### src/rtl/vm_pkg.sv
`default_nettype none
// ============================================================================
// Module   : vm_pkg
// Purpose  : Shared vending-machine constants, tube indices and dispenser states
// Revision : 1.0 - initial release
// ============================================================================
package vm_pkg;

   localparam int COIN1 = 1;
   localparam int COIN2 = 2;
   localparam int COIN5 = 5;

   localparam int TUBE5 = 2;
   localparam int TUBE2 = 1;
   localparam int TUBE1 = 0;

   typedef enum logic [2:0] {
      DS_IDLE     = 3'd0,
      DS_SELECT   = 3'd1,
      DS_EJECT    = 3'd2,
      DS_WAIT_ACK = 3'd3,
      DS_GAP      = 3'd4,
      DS_DONE     = 3'd5,
      DS_FAULT    = 3'd6
   } disp_state_e;

endpackage
`default_nettype wire

### src/rtl/coin_select.sv
`default_nettype none
// ============================================================================
// Module   : coin_select
// Purpose  : Combinational greedy chooser of the largest stocked coin <= remaining
// Revision : 1.0 - initial release
// ============================================================================
module coin_select
   import vm_pkg::*;
#(
   parameter int CNT_W = 8
) (
   input  logic [CNT_W-1:0] remaining_i,
   input  logic [2:0]       hopper_empty_i,
   output logic             valid_o,
   output logic [2:0]       tube_o,
   output logic [CNT_W-1:0] denom_o
);

   // tube and denom read as zero whenever no coin can be paid
   always_comb begin
      valid_o = 1'b0;
      tube_o  = 3'b000;
      denom_o = '0;
      if ((remaining_i >= CNT_W'(COIN5)) && !hopper_empty_i[TUBE5]) begin
         valid_o       = 1'b1;
         tube_o[TUBE5] = 1'b1;
         denom_o       = CNT_W'(COIN5);
      end else if ((remaining_i >= CNT_W'(COIN2)) && !hopper_empty_i[TUBE2]) begin
         valid_o       = 1'b1;
         tube_o[TUBE2] = 1'b1;
         denom_o       = CNT_W'(COIN2);
      end else if ((remaining_i >= CNT_W'(COIN1)) && !hopper_empty_i[TUBE1]) begin
         valid_o       = 1'b1;
         tube_o[TUBE1] = 1'b1;
         denom_o       = CNT_W'(COIN1);
      end
   end

endmodule
`default_nettype wire

### src/rtl/coin_dispenser.sv
`default_nettype none
// ============================================================================
// Module   : coin_dispenser
// Purpose  : Pays a change amount as timed eject strobes to a 5/2/1 coin hopper
// Revision : 1.0 - initial release
// ============================================================================
module coin_dispenser
   import vm_pkg::*;
#(
   parameter int PULSE_CYCLES = 4,
   parameter int GAP_CYCLES   = 4,
   parameter int ACK_TIMEOUT  = 1000,
   parameter int CNT_W        = 8
) (
   input  logic             clk,
   input  logic             rst,
   input  logic             start_dispense,
   input  logic [CNT_W-1:0] amount,
   input  logic [2:0]       hopper_empty,
   input  logic             coin_ack,
   output logic [2:0]       eject,
   output logic             busy,
   output logic             done,
   output logic             fault,
   output logic [CNT_W-1:0] remaining,
   output logic [CNT_W-1:0] coins_paid
);

   localparam int PH_MAX  = (PULSE_CYCLES > GAP_CYCLES) ? PULSE_CYCLES : GAP_CYCLES;
   localparam int PH_W    = $clog2(PH_MAX + 1);
   localparam int TMR_MAX = (ACK_TIMEOUT > PULSE_CYCLES) ? ACK_TIMEOUT : PULSE_CYCLES;
   localparam int TMR_W   = $clog2(TMR_MAX + 1);

   disp_state_e      state_q, state_d;
   logic [PH_W-1:0]  phase_q, phase_d;
   logic [TMR_W-1:0] timer_q, timer_d;
   logic [2:0]       tube_q, tube_d;
   logic [CNT_W-1:0] denom_q, denom_d;
   logic             ack_q, ack_d;
   logic [CNT_W-1:0] remaining_q, remaining_d;
   logic [CNT_W-1:0] paid_q, paid_d;
   logic [2:0]       eject_q, eject_d;
   logic             busy_q, busy_d;
   logic             done_q, done_d;
   logic             fault_q, fault_d;

   logic             w_sel_valid;
   logic [2:0]       w_sel_tube;
   logic [CNT_W-1:0] w_sel_denom;

   coin_select #(.CNT_W(CNT_W)) u_coin_select (
      .remaining_i    (remaining_q),
      .hopper_empty_i (hopper_empty),
      .valid_o        (w_sel_valid),
      .tube_o         (w_sel_tube),
      .denom_o        (w_sel_denom)
   );

   always_comb begin
      state_d     = state_q;
      phase_d     = phase_q;
      timer_d     = timer_q;
      tube_d      = tube_q;
      denom_d     = denom_q;
      ack_d       = ack_q;
      remaining_d = remaining_q;
      paid_d      = paid_q;
      fault_d     = fault_q;

      case (state_q)
         DS_IDLE, DS_FAULT: begin
            if (start_dispense) begin
               remaining_d = amount;
               paid_d      = '0;
               fault_d     = 1'b0;
               state_d     = DS_SELECT;
            end
         end
         DS_SELECT: begin
            if (remaining_q == '0) begin
               state_d = DS_DONE;
            end else if (w_sel_valid) begin
               tube_d  = w_sel_tube;
               denom_d = w_sel_denom;
               phase_d = '0;
               timer_d = '0;
               ack_d   = 1'b0;
               state_d = DS_EJECT;
            end else begin
               fault_d = 1'b1;
               state_d = DS_FAULT;
            end
         end
         DS_EJECT: begin
            timer_d = timer_q + TMR_W'(1);
            phase_d = phase_q + PH_W'(1);
            if (phase_q == PH_W'(PULSE_CYCLES - 1)) begin
               state_d = DS_WAIT_ACK;
            end
         end
         DS_WAIT_ACK: begin
            timer_d = timer_q + TMR_W'(1);
            if (ack_q || coin_ack) begin
               phase_d = '0;
               state_d = DS_GAP;
            end else if (timer_q >= TMR_W'(ACK_TIMEOUT - 1)) begin
               fault_d = 1'b1;
               state_d = DS_FAULT;
            end
         end
         DS_GAP: begin
            phase_d = phase_q + PH_W'(1);
            if (phase_q == PH_W'(GAP_CYCLES - 1)) begin
               state_d = DS_SELECT;
            end
         end
         DS_DONE: begin
            state_d = DS_IDLE;
         end
         default: begin
            state_d = DS_IDLE;
         end
      endcase

      // only the first acknowledge of a coin is booked; repeats are dropped
      if (((state_q == DS_EJECT) || (state_q == DS_WAIT_ACK)) && coin_ack && !ack_q) begin
         ack_d       = 1'b1;
         remaining_d = remaining_q - denom_q;
         paid_d      = (&paid_q) ? paid_q : paid_q + CNT_W'(1);
      end

      eject_d = (state_d == DS_EJECT) ? tube_d : 3'b000;
      busy_d  = (state_d == DS_SELECT) || (state_d == DS_EJECT) ||
                (state_d == DS_WAIT_ACK) || (state_d == DS_GAP);
      done_d  = (state_d == DS_DONE);
   end

   always_ff @(posedge clk) begin
      if (rst) begin
         state_q     <= DS_IDLE;
         phase_q     <= '0;
         timer_q     <= '0;
         tube_q      <= 3'b000;
         denom_q     <= '0;
         ack_q       <= 1'b0;
         remaining_q <= '0;
         paid_q      <= '0;
         eject_q     <= 3'b000;
         busy_q      <= 1'b0;
         done_q      <= 1'b0;
         fault_q     <= 1'b0;
      end else begin
         state_q     <= state_d;
         phase_q     <= phase_d;
         timer_q     <= timer_d;
         tube_q      <= tube_d;
         denom_q     <= denom_d;
         ack_q       <= ack_d;
         remaining_q <= remaining_d;
         paid_q      <= paid_d;
         eject_q     <= eject_d;
         busy_q      <= busy_d;
         done_q      <= done_d;
         fault_q     <= fault_d;
      end
   end

   assign eject      = eject_q;
   assign busy       = busy_q;
   assign done       = done_q;
   assign fault      = fault_q;
   assign remaining  = remaining_q;
   assign coins_paid = paid_q;

endmodule
`default_nettype wire

### config.mk
export PLATFORM = sky130hd
export DESIGN_NAME = coin_dispenser
export DESIGN_NICKNAME = d
export VERILOG_FILES = /design/src/rtl/vm_pkg.sv /design/src/rtl/coin_select.sv /design/src/rtl/coin_dispenser.sv
export SDC_FILE = /design/constraint.sdc
export NUM_CORES = 1
export LEC_CHECK = 0
export CAP_MARGIN = 20
export CORE_MARGIN = 5
export CORE_UTILIZATION = 40
export CTS_BUF_LIST = sky130_fd_sc_hd__clkbuf_16
export DETAILED_ROUTE_END_ITERATION = 8
export PLACE_DENSITY_LB_ADDON = 0.15
export SLEW_MARGIN = 0
export SYNTH_ARGS = -nofsm -noshare
export SYNTH_HDL_FRONTEND = slang
export SYNTH_SLANG_ARGS = --single-unit
### constraint.sdc
create_clock -name clk -period 5.3 [get_ports clk]
set_clock_uncertainty 0.15 [all_clocks]
set_input_delay 0.53 -clock clk [delete_from_list [all_inputs] [get_ports clk]]
set_output_delay 0.53 -clock clk [all_outputs]
set_load 0.05 [all_outputs]
=== Yosys cells after proc, flatten, opt, wreduce, memory -nomap -nowiden ===
Cells that the tools add are included.

* Output and inout port bits: 22
* Flip-flop bits (word level): 50
* Input port bits: 15
* Logic and storage cells: 122

* Reductions and logical operators: 35
* Muxes and demuxes: 45
* Equal/unequal tests: 20
* $add $sub $neg: 4
* Order comparisons: 4
* Bitwise operators: 2

{| class="wikitable"
|+ Operators by type and width
! operator !! count
|-
| 8-bit two-way mux || 9
|-
| 3-bit two-way mux || 13
|-
| 10-bit two-way mux || 2
|-
| 10-bit one-hot mux with 2 select lines || 1
|-
| 1-bit two-way mux || 16
|-
| 3-bit by 2-bit == test with 1-bit output (second input constant) || 5
|-
| 3-bit one-hot mux with 5 select lines || 1
|-
| 2-bit inequality test (second input constant) || 7
|-
| 3-bit == test (second input constant) || 4
|-
| 3-bit AND reduction || 4
|-
| 10-bit by 1-bit adder with 10-bit output (second input constant) || 1
|-
| 10-bit greater-or-equal comparator (second input constant) || 1
|-
| 2-bit nonzero test || 5
|-
| 3-bit one-hot mux with 3 select lines || 1
|-
| 8-bit by 1-bit adder with 8-bit output (second input constant) || 1
|-
| 8-bit by 1-bit greater-or-equal comparator with 1-bit output (second input constant) || 1
|-
| 8-bit by 2-bit greater-or-equal comparator with 1-bit output (second input constant) || 1
|-
| 8-bit by 3-bit greater-or-equal comparator with 1-bit output (second input constant) || 1
|-
| 8-bit zero test || 1
|-
| 8-bit AND reduction || 1
|-
| 2-bit OR reduction || 4
|-
| 8-bit subtractor || 1
|-
| 3-bit by 1-bit == test with 1-bit output (second input constant) || 2
|-
| 6-bit AND reduction || 1
|-
| other kinds (12) || 26
|}

=== Longest topological paths before layout ===
Gate-level depths: netlist of the first run.

* Depth in word-level cells: 12
* Gate-level depth with buffers: 8
* Gate-level depth less buffers: 8

=== Modules after synthesis ===
Synthesis of the first run repeated with hierarchy kept, for this count alone.

* Cell total of the unflattened synthesis: 312
* Area, all modules: 2771.4 µm²

{| class="wikitable"
|+ Modules (own cells, without submodules)
! module !! cells an instance !! instances !! area an instance (µm²) !! seq. area each (µm²)
|-
| coin_dispenser || 286 || 1 || 2593.7 || 1001.0
|-
| coin_select || 26 || 1 || 177.7 || 0.0
|}

=== Worst setup path before layout of the first run ===
OpenSTA, ideal clock, no wires.

* Path kind: reg-to-reg
* From: reg remaining_q[2], in the netlist remaining[2]
* To: reg phase_q[1]
* Clock period less this slack: 2.234 ns
* Path slack: 3.066 ns
* Setup time: 0.117 ns
* Data required time: 5.033 ns
* Stages on the path, launching flop included: 6
* Arrival time: 1.967 ns
* Path buffers: 0
* Cell sequence: dfxtp_1 and3b_1 a211oi_1 nor3_1 o31a_1 a22o_1

* Cells in the longest elaborated chain, start to end: 7
* Elaborated cells between the ends (all ways): 13
* Classes of those cells: order compare (3); eq/ne (2); mux (3); reduce/logical (5)

{| class="wikitable"
|+ RTL lines
! item !! RTL line !! RTL
|-
| start, declared || coin_dispenser.sv:40 || <nowiki>logic [CNT_W-1:0] remaining_q, remaining_d;</nowiki>
|-
| start signal, assigned || coin_dispenser.sv:159 || <nowiki>remaining_q <= remaining_d;</nowiki>
|-
| 8-bit by 1-bit greater-or-equal comparator with 1-bit output || coin_select.sv:32 || <nowiki>end else if ((remaining_i >= CNT_W'(COIN1)) && !hopper_empty_i[TUBE1]) begin</nowiki>
|-
| 1-bit logical AND || coin_select.sv:32 ||
|-
| 1-bit two-way mux || coin_select.sv:32 ||
|-
| 1-bit two-way mux || coin_select.sv:28 || <nowiki>end else if ((remaining_i >= CNT_W'(COIN2)) && !hopper_empty_i[TUBE2]) begin</nowiki>
|-
| 1-bit two-way mux || coin_select.sv:24 || <nowiki>if ((remaining_i >= CNT_W'(COIN5)) && !hopper_empty_i[TUBE5]) begin</nowiki>
|-
| 2-bit by 1-bit inequality test with 1-bit output (no line) || n/a ||
|-
| 4-bit AND reduction (no line) * || n/a ||
|-
| end signal, assigned || coin_dispenser.sv:154 || <nowiki>phase_q <= phase_d;</nowiki>
|-
| end, declared || coin_dispenser.sv:35 || <nowiki>logic [PH_W-1:0] phase_q, phase_d;</nowiki>
|}

Every way passes the cells marked *; elsewhere a longest branch is shown, timed or not.
A chain may end at the register's enable or synchronous reset.

=== Worst setup path after layout of the first run ===
* From: in coin_ack
* To: reg remaining_q[7], in the netlist remaining[7]

* Cells in the longest elaborated chain, start to end: 4
* Elaborated cells between the ends (all ways): 6
* Classes of those cells: mux (1); reduce/logical (5)

{| class="wikitable"
|+ RTL lines
! item !! RTL line !! RTL
|-
| start, declared || coin_dispenser.sv:20 || <nowiki>input logic coin_ack,</nowiki>
|-
| 1-bit logical AND * (2 in series) || coin_dispenser.sv:126 || <nowiki>if (((state_q == DS_EJECT) || (state_q == DS_WAIT_ACK)) && coin_ack && !ack_q) begin</nowiki>
|-
| 2-bit nonzero test (no line) || n/a ||
|-
| 2-bit AND reduction (no line) || n/a ||
|}

Marks and branches as above.

==> impl_results.md, run 1 <==
* Status: completed
* # IOs at 37
* Ant diodes at 0
* CP endpoint kind: register
* CP startpoint kind: input port
* Grt total ovfl at 0
* Post-CTS Setup Inserts at 0
* Gr usage total at 15.53%
* Final Hold Viols at 0
* Remaining DRCs at 0
* Synth Instances at 295
* Worst Hold Class: reg -> reg
* Worst hold path depth at 1
* Asr flop ratio synth at 0%
* R2r setup slk at 2.88 ns
* R2R depth at 5
* Pwr per Cell Area at 403.0 nW/um^2
* Most common cell in the netlist: nor2_1
* Vias per Instance at 5.391
* Num CTS Buffers at 5
* Cells resized by post-CTS repair at 0
* Global-route wire length before repair at 9.646 mm
* Yosys reg bits at 45
* RSZ-0062 raised after global routing: false
* Beginning of the critical path: coin_ack
* Clk root buf: clkbuf_16
* Initial Util at 40.90%
* Worst EP required at 5.31 ns
* Row count at 28
* Max_slew headroom at 36.82%
* Core ar. at 5886 um^2
* Clock-pin slew on the worst setup and hold paths at 0.06 ns
* GP Congestion at 0.8308
* Cell taking the most area after synthesis: dfxtp_1
* CP endpoint: remaining[7]$_SDFFE_PP0P_
* Quantity of I/O buffers inserted on ports at 36
* Prevailing post-synth register cell: dfxtp_1
* Top-area cell type share of the netlist area at 37.42%
* Antenna viol nets, final at 0
* DR vias at 2167
* Design Area, Final at 2944 um^2
* Routed wire per std cell at 13.77 um
* # setup viols final at 0
* Die Area at 7669 um^2
* Worst-margin pin slew at 0.9349 ns
* Max Cap Viol at 0
* Fill cell count at 587
* Final HPWL DP at 4.047 mm
* Terminus of the critical flop-to-flop path: fault$_SDFFE_PP0P_
* Crit path kind: in -> reg
* Die height at 87.58 um
* Mapped Area at 2407 um^2
* Setup_tns at 0 ns
* Drt first pass iters at 4
* CTS tree: yes
* Clk buf depth at 2
* WP data arrival at 2.56 ns
* Post-cts hold buffer count at 0
* Post-DP Area at 2794 um^2
* Fmax at 391.9 MHz
* Ys Warns at 0
* Pin count of the biggest net entering global routing at 30
* Final worst-path cycle share at 48.14%
* Crit path max fanout at 6
* Yosys cell types at 54
* Syn Area/Cell at 8.160 um^2
* CTS Sinks at 45
* Die W at 87.58 um
* Nets at 349
* Vias in the first global route at 2120
* P_leak at 1.009 nW
* DRT Wirelength at 5.537 mm
* Worst R2R Start: state_q[1]$_SDFF_PP0_
* Most frequent cells after synthesis: nor2_1 (49), dfxtp_1 (45), nand2_1 (20), a21oi_1 (19), inv_1 (13)
* Area delta synth->final at 22.30%
* Post-layout minimum cycle time at 2.552 ns
* Max-slew violation count at 0
* Post-synth EDFFs at 0
* Share of the yosys chip area belonging to registers at 37.42%
* Antenna violations before repair at 0
* Worst-Skew Late Latency at 0.28 ns
* Synth area leaders: dfxtp_1 (37%), nor2_1 (7.6%), a21oi_1 (4.0%)
* Post-Syn Nets at 318
* Depth of the CTS H-tree at 2
* Detailed router's first-iteration violation count at 101
* Peak VDD IR at 0.0001908 V
* Share of cells above drive strength 1 at 4.893%
## cell families (layout without fill, tap and decap cells)
| group | count (synthesis) | in the layout | synth area share [%] |
|---|---|---|---|
| compound gates | 60 | 60 | 16.53 |
| xor+xnor | 17 | 17 | 6.185 |
| fa+ha+maj | 8 | 8 | 4.470 |
| buf+inv | 26 | 58 | 5.145 |
| flops | 45 | 45 | 37.42 |
| mux | 3 | 3 | 1.247 |
| simple gates | 136 | 136 | 29.00 |
## placed cells by master, fill, tap and decap left out, types with 5 or more instances in the layout
cell type | synthesis | final
dfxtp_1 | 45 | 45
nor3_1 | 10 | 10
nor2b_1 | 5 | 5
inv_1 | 13 | 13
nand2b_1 | 6 | 6
clkdlybuf4s50_1 | 0 | 36
ha_1 | 7 | 7
clkbuf_16 | 0 | 5
nand4_1 | 7 | 7
nor4_1 | 5 | 5
xnor2_1 | 8 | 8
o21ai_0 | 10 | 10
nor2_1 | 49 | 49
nand3_1 | 7 | 7
a21oi_1 | 19 | 19
a211oi_1 | 7 | 7
xor2_1 | 9 | 9
nand2_1 | 20 | 20
## stage by stage
step / utilization (%) / instances / total power, mW / hold WS (ns) / setup WS (ns)
after global routing: 50.02 / 402 / 1.272 / 0.3336 / 2.549
after floorplan: - / 295 / 0.7671 / 0.2764 / 3.066
final: 50.02 / 402 / 1.187 / 0.3021 / 2.748
after global placement: 47.47 / 394 / 0.8803 / 0.2858 / 2.502
after detailed placement: 47.47 / 394 / 0.8839 / 0.2932 / 2.487
after CTS: 50.02 / 402 / 1.200 / 0.3089 / 2.786
## where the power goes
part	leakage [nW]	total (mW)	switching (mW)	internal (mW)
logic	0.574	0.437	0.272	0.165
registers	0.365	0.439	0.0600	0.379
clock network	0.0704	0.311	0.134	0.177
total	1.01	1.19	0.466	0.721
## flip-flops by register name (all words and copies together) (netlist names)
signal and count:
phase_q 3, eject 3, fault 1, ack_q 1, coins_paid 8, done 1, busy 1, state_q 3
timer_q 10, remaining 8, tube_q 3, denom_q 3
## worst max-delay path, stage by stage
cell and delay, ns:
clkdlybuf4s50_1 0.57, nor4bb_1 0.84, nand2_1 0.10, nor4b_1 0.27, o22a_2 0.19, a21oi_1 0.05
## worst min path at each step
stage                       startpoint                 endpoint
5_1_grt        phase_q[2]$_SDFFE_PP0P_  phase_q[2]$_SDFFE_PP0P_
6_report       phase_q[2]$_SDFFE_PP0P_  phase_q[2]$_SDFFE_PP0P_
3_5_place_dp   phase_q[2]$_SDFFE_PP0P_  phase_q[2]$_SDFFE_PP0P_
3_3_place_gp   phase_q[2]$_SDFFE_PP0P_  phase_q[2]$_SDFFE_PP0P_
2_1_floorplan  phase_q[2]$_SDFFE_PP0P_  phase_q[2]$_SDFFE_PP0P_
4_1_cts        phase_q[2]$_SDFFE_PP0P_  phase_q[2]$_SDFFE_PP0P_
## metal layers
layer	GRT usage, %	vias up	share of wire, %
met5	0	-	0
met4	4.324	0	1.5
met3	3.575	8	4.3
met2	27.33	43	47
met1	18.92	1010	47
li1	-	1106	-
## layout make-up
type | instances | area, um^2 | area share, %
tap | 75 | 93.84 | 3.187
timing repair buffer | 37 | 367.9 | 12.49
multi-input combinational | 224 | 1383 | 46.96
clock buffer | 5 | 125.1 | 4.250
sequential | 45 | 900.9 | 30.60
clock inverter | 3 | 25.02 | 0.8500
inverter | 13 | 48.80 | 1.657
No activity file was read; power rests on OpenSTA's default activity.
==> run 2, diff against run 1 <==
- clock period: 5.3 -> 2.5 ns (I/O delays scaled with it)
==> impl_results.md, run 2 (synthesized netlist as in run 1, its figures left out) <==
* CP endpoint kind: register
* CP endpoint: coins_paid[1]$_SDFFE_PP0P_
* Crit path max fanout at 16
* Max Cap Viol at 0
* Detailed router's first-iteration violation count at 88
* Max reg flops at 10
* Drt first pass iters at 4
* RSZ-0062 raised after global routing: false
* Tot Pwr at 2.605 mW
* Reg with most FFs: timer_q
* Num CTS Buffers at 5
* Quantity of I/O buffers inserted on ports at 36
* Die W at 87.58 um
* Area delta synth->final at 26.09%
* Multi-input logic area at 1383 um^2
* Final worst-path cycle share at 87.06%
* Post-CTS Setup Inserts at 0
* Worst EP required at 2.58 ns
* Final HPWL DP at 4.329 mm
* WP data arrival at 2.26 ns
* Worst Hold Class: reg -> reg
* Worst R2R Start: state_q[2]$_SDFF_PP0_
* Vias per Instance at 5.341
* CP startpoint kind: register
* # IOs at 37
* Pin count of the biggest net entering global routing at 17
* Status: completed
* Final Hold Viols at 0
* GP Congestion at 0.8308
* Pwr per Cell Area at 858.2 nW/um^2
* Initial Util at 40.90%
* Share of cells above drive strength 1 at 8.555%
* Core ar. at 5886 um^2
* Worst-Skew Late Latency at 0.29 ns
* Post-layout minimum cycle time at 2.176 ns
* Grt total ovfl at 0
* Antenna violations before repair at 0
* Worst-margin pin slew at 0.5072 ns
* Terminus of the critical flop-to-flop path: coins_paid[1]$_SDFFE_PP0P_
* DRT Wirelength at 5.752 mm
* Routed wire per std cell at 13.89 um
* Clock-pin slew on the worst setup and hold paths at 0.07 ns
* Vias in the first global route at 2084
* CTS Sinks at 45
* Ant diodes at 0
* Fill cell count at 581
* Max_slew headroom at 66.14%
* CTS tree: yes
* P_leak at 1.070 nW
* R2r setup slk at 0.32 ns
* Gr usage total at 15.32%
* Max-slew violation count at 0
* Peak VDD IR at 0.0003391 V
* Antenna viol nets, final at 0
* Fmax at 459.5 MHz
* Most common cell after layout, fill and taps aside: nor2_1
* Nets at 361
* DR vias at 2211
* R2R depth at 5
* Beginning of the critical path: state_q[2]$_SDFF_PP0_
* Final hold slack at 0.3018 ns
* Die Area at 7669 um^2
* Setup_tns at 0 ns
* Crit path kind: reg -> reg
* Sequential cell area at 902.1 um^2
* Clk root buf: clkbuf_16
* Depth of the CTS H-tree at 2
* Die height at 87.58 um
* Most frequent cells in the layout: nor2_1 (49), dfxtp_1 (44), clkdlybuf4s50_1 (36)
* Remaining DRCs at 0
* Row count at 28
* Clk buf depth at 2
* # setup viols final at 0
* Global-route wire length before repair at 9.411 mm
run 2: changes by cell type in the layout (fill, tap and decap cells not counted), sizes merged:
cell  change
buf      +12
run 2: how the worst min path moves through the flow:
| stage | start | to | slack, ns | cells past startpoint |
|---|---|---|---|---|
| 6_report | phase_q[2]$_SDFFE_PP0P_ | phase_q[2]$_SDFFE_PP0P_ | 0.30 | 1 |
| 5_1_grt | phase_q[2]$_SDFFE_PP0P_ | phase_q[2]$_SDFFE_PP0P_ | 0.33 | 1 |
| 4_1_cts | phase_q[2]$_SDFFE_PP0P_ | phase_q[2]$_SDFFE_PP0P_ | 0.31 | 1 |
| 3_5_place_dp | phase_q[2]$_SDFFE_PP0P_ | phase_q[2]$_SDFFE_PP0P_ | 0.29 | 1 |
| 3_3_place_gp | phase_q[2]$_SDFFE_PP0P_ | phase_q[2]$_SDFFE_PP0P_ | 0.29 | 1 |
| 2_1_floorplan | amount[7] | remaining[7]$_SDFFE_PP0P_ | 0.24 | 2 |
run 2: timing repair:
| action | 4_1_cts | 5_1_grt |
|---|---|---|
| hold endpoints to repair | 0 | 0 |
| resized for setup | 0 | 1 |
| hold buffers | 0 | 0 |
| endpoints found under the setup margin | 0 | 2 |
run 2: layout make-up:
type                            instances  share of cell area [%]
Sequential cell                        45                   29.72
Multi-Input combinational cell        224                   45.55
Clock inverter                          3                  0.8244
Inverter                               13                   1.608
Clock buffer                            5                   4.122
Tap cell                               75                   3.092
Timing Repair Buffer                   49                   15.09
run 2: where the power goes:
group / internal, mW / leakage (nW) / total (mW) / switching, mW
Sequential: 0.804 / 0.366 / 0.913 / 0.109
Combinational: 0.412 / 0.634 / 1.02 / 0.607
Clock: 0.376 / 0.0704 / 0.673 / 0.297
Total: 1.59 / 1.07 / 2.60 / 1.01
run 2: layer usage:
metal | share of wire [%] | vias up | GRT usage [%] | wire length, um
met5 | 0 | - | 0 | 0
met4 | 1.1 | 0 | 5.160 | 64
met3 | 3.8 | 5 | 2.728 | 216
met2 | 48 | 38 | 27.12 | 2745
met1 | 47 | 1038 | 18.65 | 2725
li1 | - | 1130 | - | -
run 2: worst max-delay path, stage by stage, from the launching register on:
cell       delay [ns]
dfxtp_1          0.47
nand4bb_1        0.49
or3_1            0.54
o21ai_0          0.25
a22oi_1          0.13
nor2_1           0.09
run 2: stage by stage:
step | worst slack, ns | area [um^2] | instances | utilization, %
6_report | 0.3236 | 3035 | 414 | 51.57
5_1_grt | 0.1278 | 3035 | 414 | 51.57
4_1_cts | 0.2094 | 3034 | 414 | 51.55
3_5_place_dp | 0.08759 | 2884 | 406 | 49.00
3_3_place_gp | 0.1897 | 2884 | 406 | 49.00
2_1_floorplan | 0.2661 | 2407 | 295 | -
==> run 3, diff against run 2 <==
- MAX_ROUTING_LAYER: default -> met4
==> impl_results.md, run 3 (synthesized netlist as in run 1, its figures left out) <==
* Fmax at 459.5 MHz
* Antenna violations before repair at 0
* CP endpoint kind: register
* Crit path kind: reg -> reg
* CTS Sinks at 45
* Gr usage total at 15.81%
* Vias in the first global route at 2086
* DRT Wirelength at 5.760 mm
* Tot Pwr at 2.605 mW
* Row count at 28
* R2R depth at 5
* Most frequent cells in the layout: nor2_1 (49), dfxtp_1 (44), clkdlybuf4s50_1 (36)
* Nets at 361
* Worst EP required at 2.58 ns
* Die W at 87.58 um
* Critical Path Max Stage Delay at 0.54 ns
* Num CTS Buffers at 5
* Post-layout minimum cycle time at 2.176 ns
* Initial Util at 40.90%
* WP data arrival at 2.26 ns
* Crit path max fanout at 16
* Area delta synth->final at 26.09%
* Antenna viol nets, final at 0
* Depth of the CTS H-tree at 2
* Routed wire per std cell at 13.91 um
* Max Cap Viol at 0
* Status: completed
* Grt total ovfl at 0
* Critical path buffer and inverter count at 0
* Vias per Instance at 5.338
* CP startpoint kind: register
* Post-cts hold buffer count at 0
* Beginning of the critical path: state_q[2]$_SDFF_PP0_
* Pin count of the biggest net entering global routing at 17
* Final HPWL DP at 4.329 mm
* Peak VDD IR at 0.0003391 V
* Worst-margin pin slew at 0.5074 ns
* Reg with most FFs: timer_q
* Setup_tns at 0 ns
* Clk root buf: clkbuf_16
* Worst Hold Class: reg -> reg
* Drt first pass iters at 4
* Worst R2R Start: state_q[2]$_SDFF_PP0_
* Final hold slack at 0.3018 ns
* Slowest-stage cell, CP: or3_1
* Global-route wire length before repair at 9.411 mm
* Max-slew violation count at 0
* Crit path max-delay family: simple AND/OR/NAND/NOR gates
* CP endpoint: coins_paid[1]$_SDFFE_PP0P_
* Remaining DRCs at 0
* Detailed router's first-iteration violation count at 110
* Most common cell after layout, fill and taps aside: nor2_1
* Crit-path cells: nand4bb_1, or3_1, o21ai_0, a22oi_1, nor2_1
* CTS tree: yes
* Clk buf depth at 2
* Critical path depth in cells at 5
* Post-CTS Setup Inserts at 0
* Max reg flops at 10
* # IOs at 37
* RSZ-0062 raised after global routing: false
* P_leak at 1.070 nW
* Die height at 87.58 um
* GP Congestion at 0.8435
* Final Hold Viols at 0
* Max_slew headroom at 66.13%
* Worst-Skew Late Latency at 0.29 ns
* Share of cells above drive strength 1 at 8.555%
* Final worst-path cycle share at 87.05%
* Terminus of the critical flop-to-flop path: coins_paid[1]$_SDFFE_PP0P_
* R2r setup slk at 0.32 ns
* Clock-pin slew on the worst setup and hold paths at 0.07 ns
* DR vias at 2210
* Ant diodes at 0
* Quantity of I/O buffers inserted on ports at 36
* # setup viols final at 0
* Pwr per Cell Area at 858.2 nW/um^2
* Die Area at 7669 um^2
* Core ar. at 5886 um^2
-- run 3: final cells by class --
| type | count | area [um^2] |
|---|---|---|
| clock inverter | 3 | 25.02 |
| tap | 75 | 93.84 |
| timing repair buffer | 49 | 457.9 |
| multi-input combinational | 224 | 1383 |
| clock buffer | 5 | 125.1 |
| fill | 581 | 2850 |
| inverter | 13 | 48.80 |
| sequential | 45 | 902.1 |
-- run 3: timing repair --
item	4_1_cts	5_1_grt
hold endpoints to repair	0	0
setup endpoints to repair	0	2
resized for setup	0	1
-- run 3: worst min path at each step --
stage	slack [ns]	start	cells past startpoint	to
after global routing	0.33	phase_q[2]$_SDFFE_PP0P_	1	phase_q[2]$_SDFFE_PP0P_
after global placement	0.29	phase_q[2]$_SDFFE_PP0P_	1	phase_q[2]$_SDFFE_PP0P_
final	0.30	phase_q[2]$_SDFFE_PP0P_	1	phase_q[2]$_SDFFE_PP0P_
after CTS	0.31	phase_q[2]$_SDFFE_PP0P_	1	phase_q[2]$_SDFFE_PP0P_
after floorplan	0.24	amount[7]	2	remaining[7]$_SDFFE_PP0P_
after detailed placement	0.29	phase_q[2]$_SDFFE_PP0P_	1	phase_q[2]$_SDFFE_PP0P_
-- run 3: worst register-to-register path, cell delays in order (launching register included) --
cell and delay [ns]:
dfxtp_1 0.47, nand4bb_1 0.49, or3_1 0.54, o21ai_0 0.25
a22oi_1 0.13, nor2_1 0.09
-- run 3: layer usage --
metal	share of wire [%]	vias to the layer above	global-route usage [%]
met5	0	-	-
met3	3.8	5	2.728
met2	48	38	27.19
met4	1.1	0	5.160
li1	-	1130	-
met1	47	1037	18.65
-- run 3: power by group --
group | internal [mW] | switching, mW | total [mW] | leakage, nW
Combinational | 0.412 | 0.607 | 1.02 | 0.634
Clock | 0.376 | 0.297 | 0.673 | 0.0704
Sequential | 0.804 | 0.109 | 0.913 | 0.366
-- run 3: per-stage QoR --
stage | util, % | area, um^2 | instances | worst slack [ns]
after floorplan | - | 2407 | 295 | 0.2661
after global placement | 49.00 | 2884 | 406 | 0.1897
after detailed placement | 49.00 | 2884 | 406 | 0.08759
after CTS | 51.55 | 3034 | 414 | 0.2094
after global routing | 51.57 | 3035 | 414 | 0.1278
final | 51.57 | 3035 | 414 | 0.3236
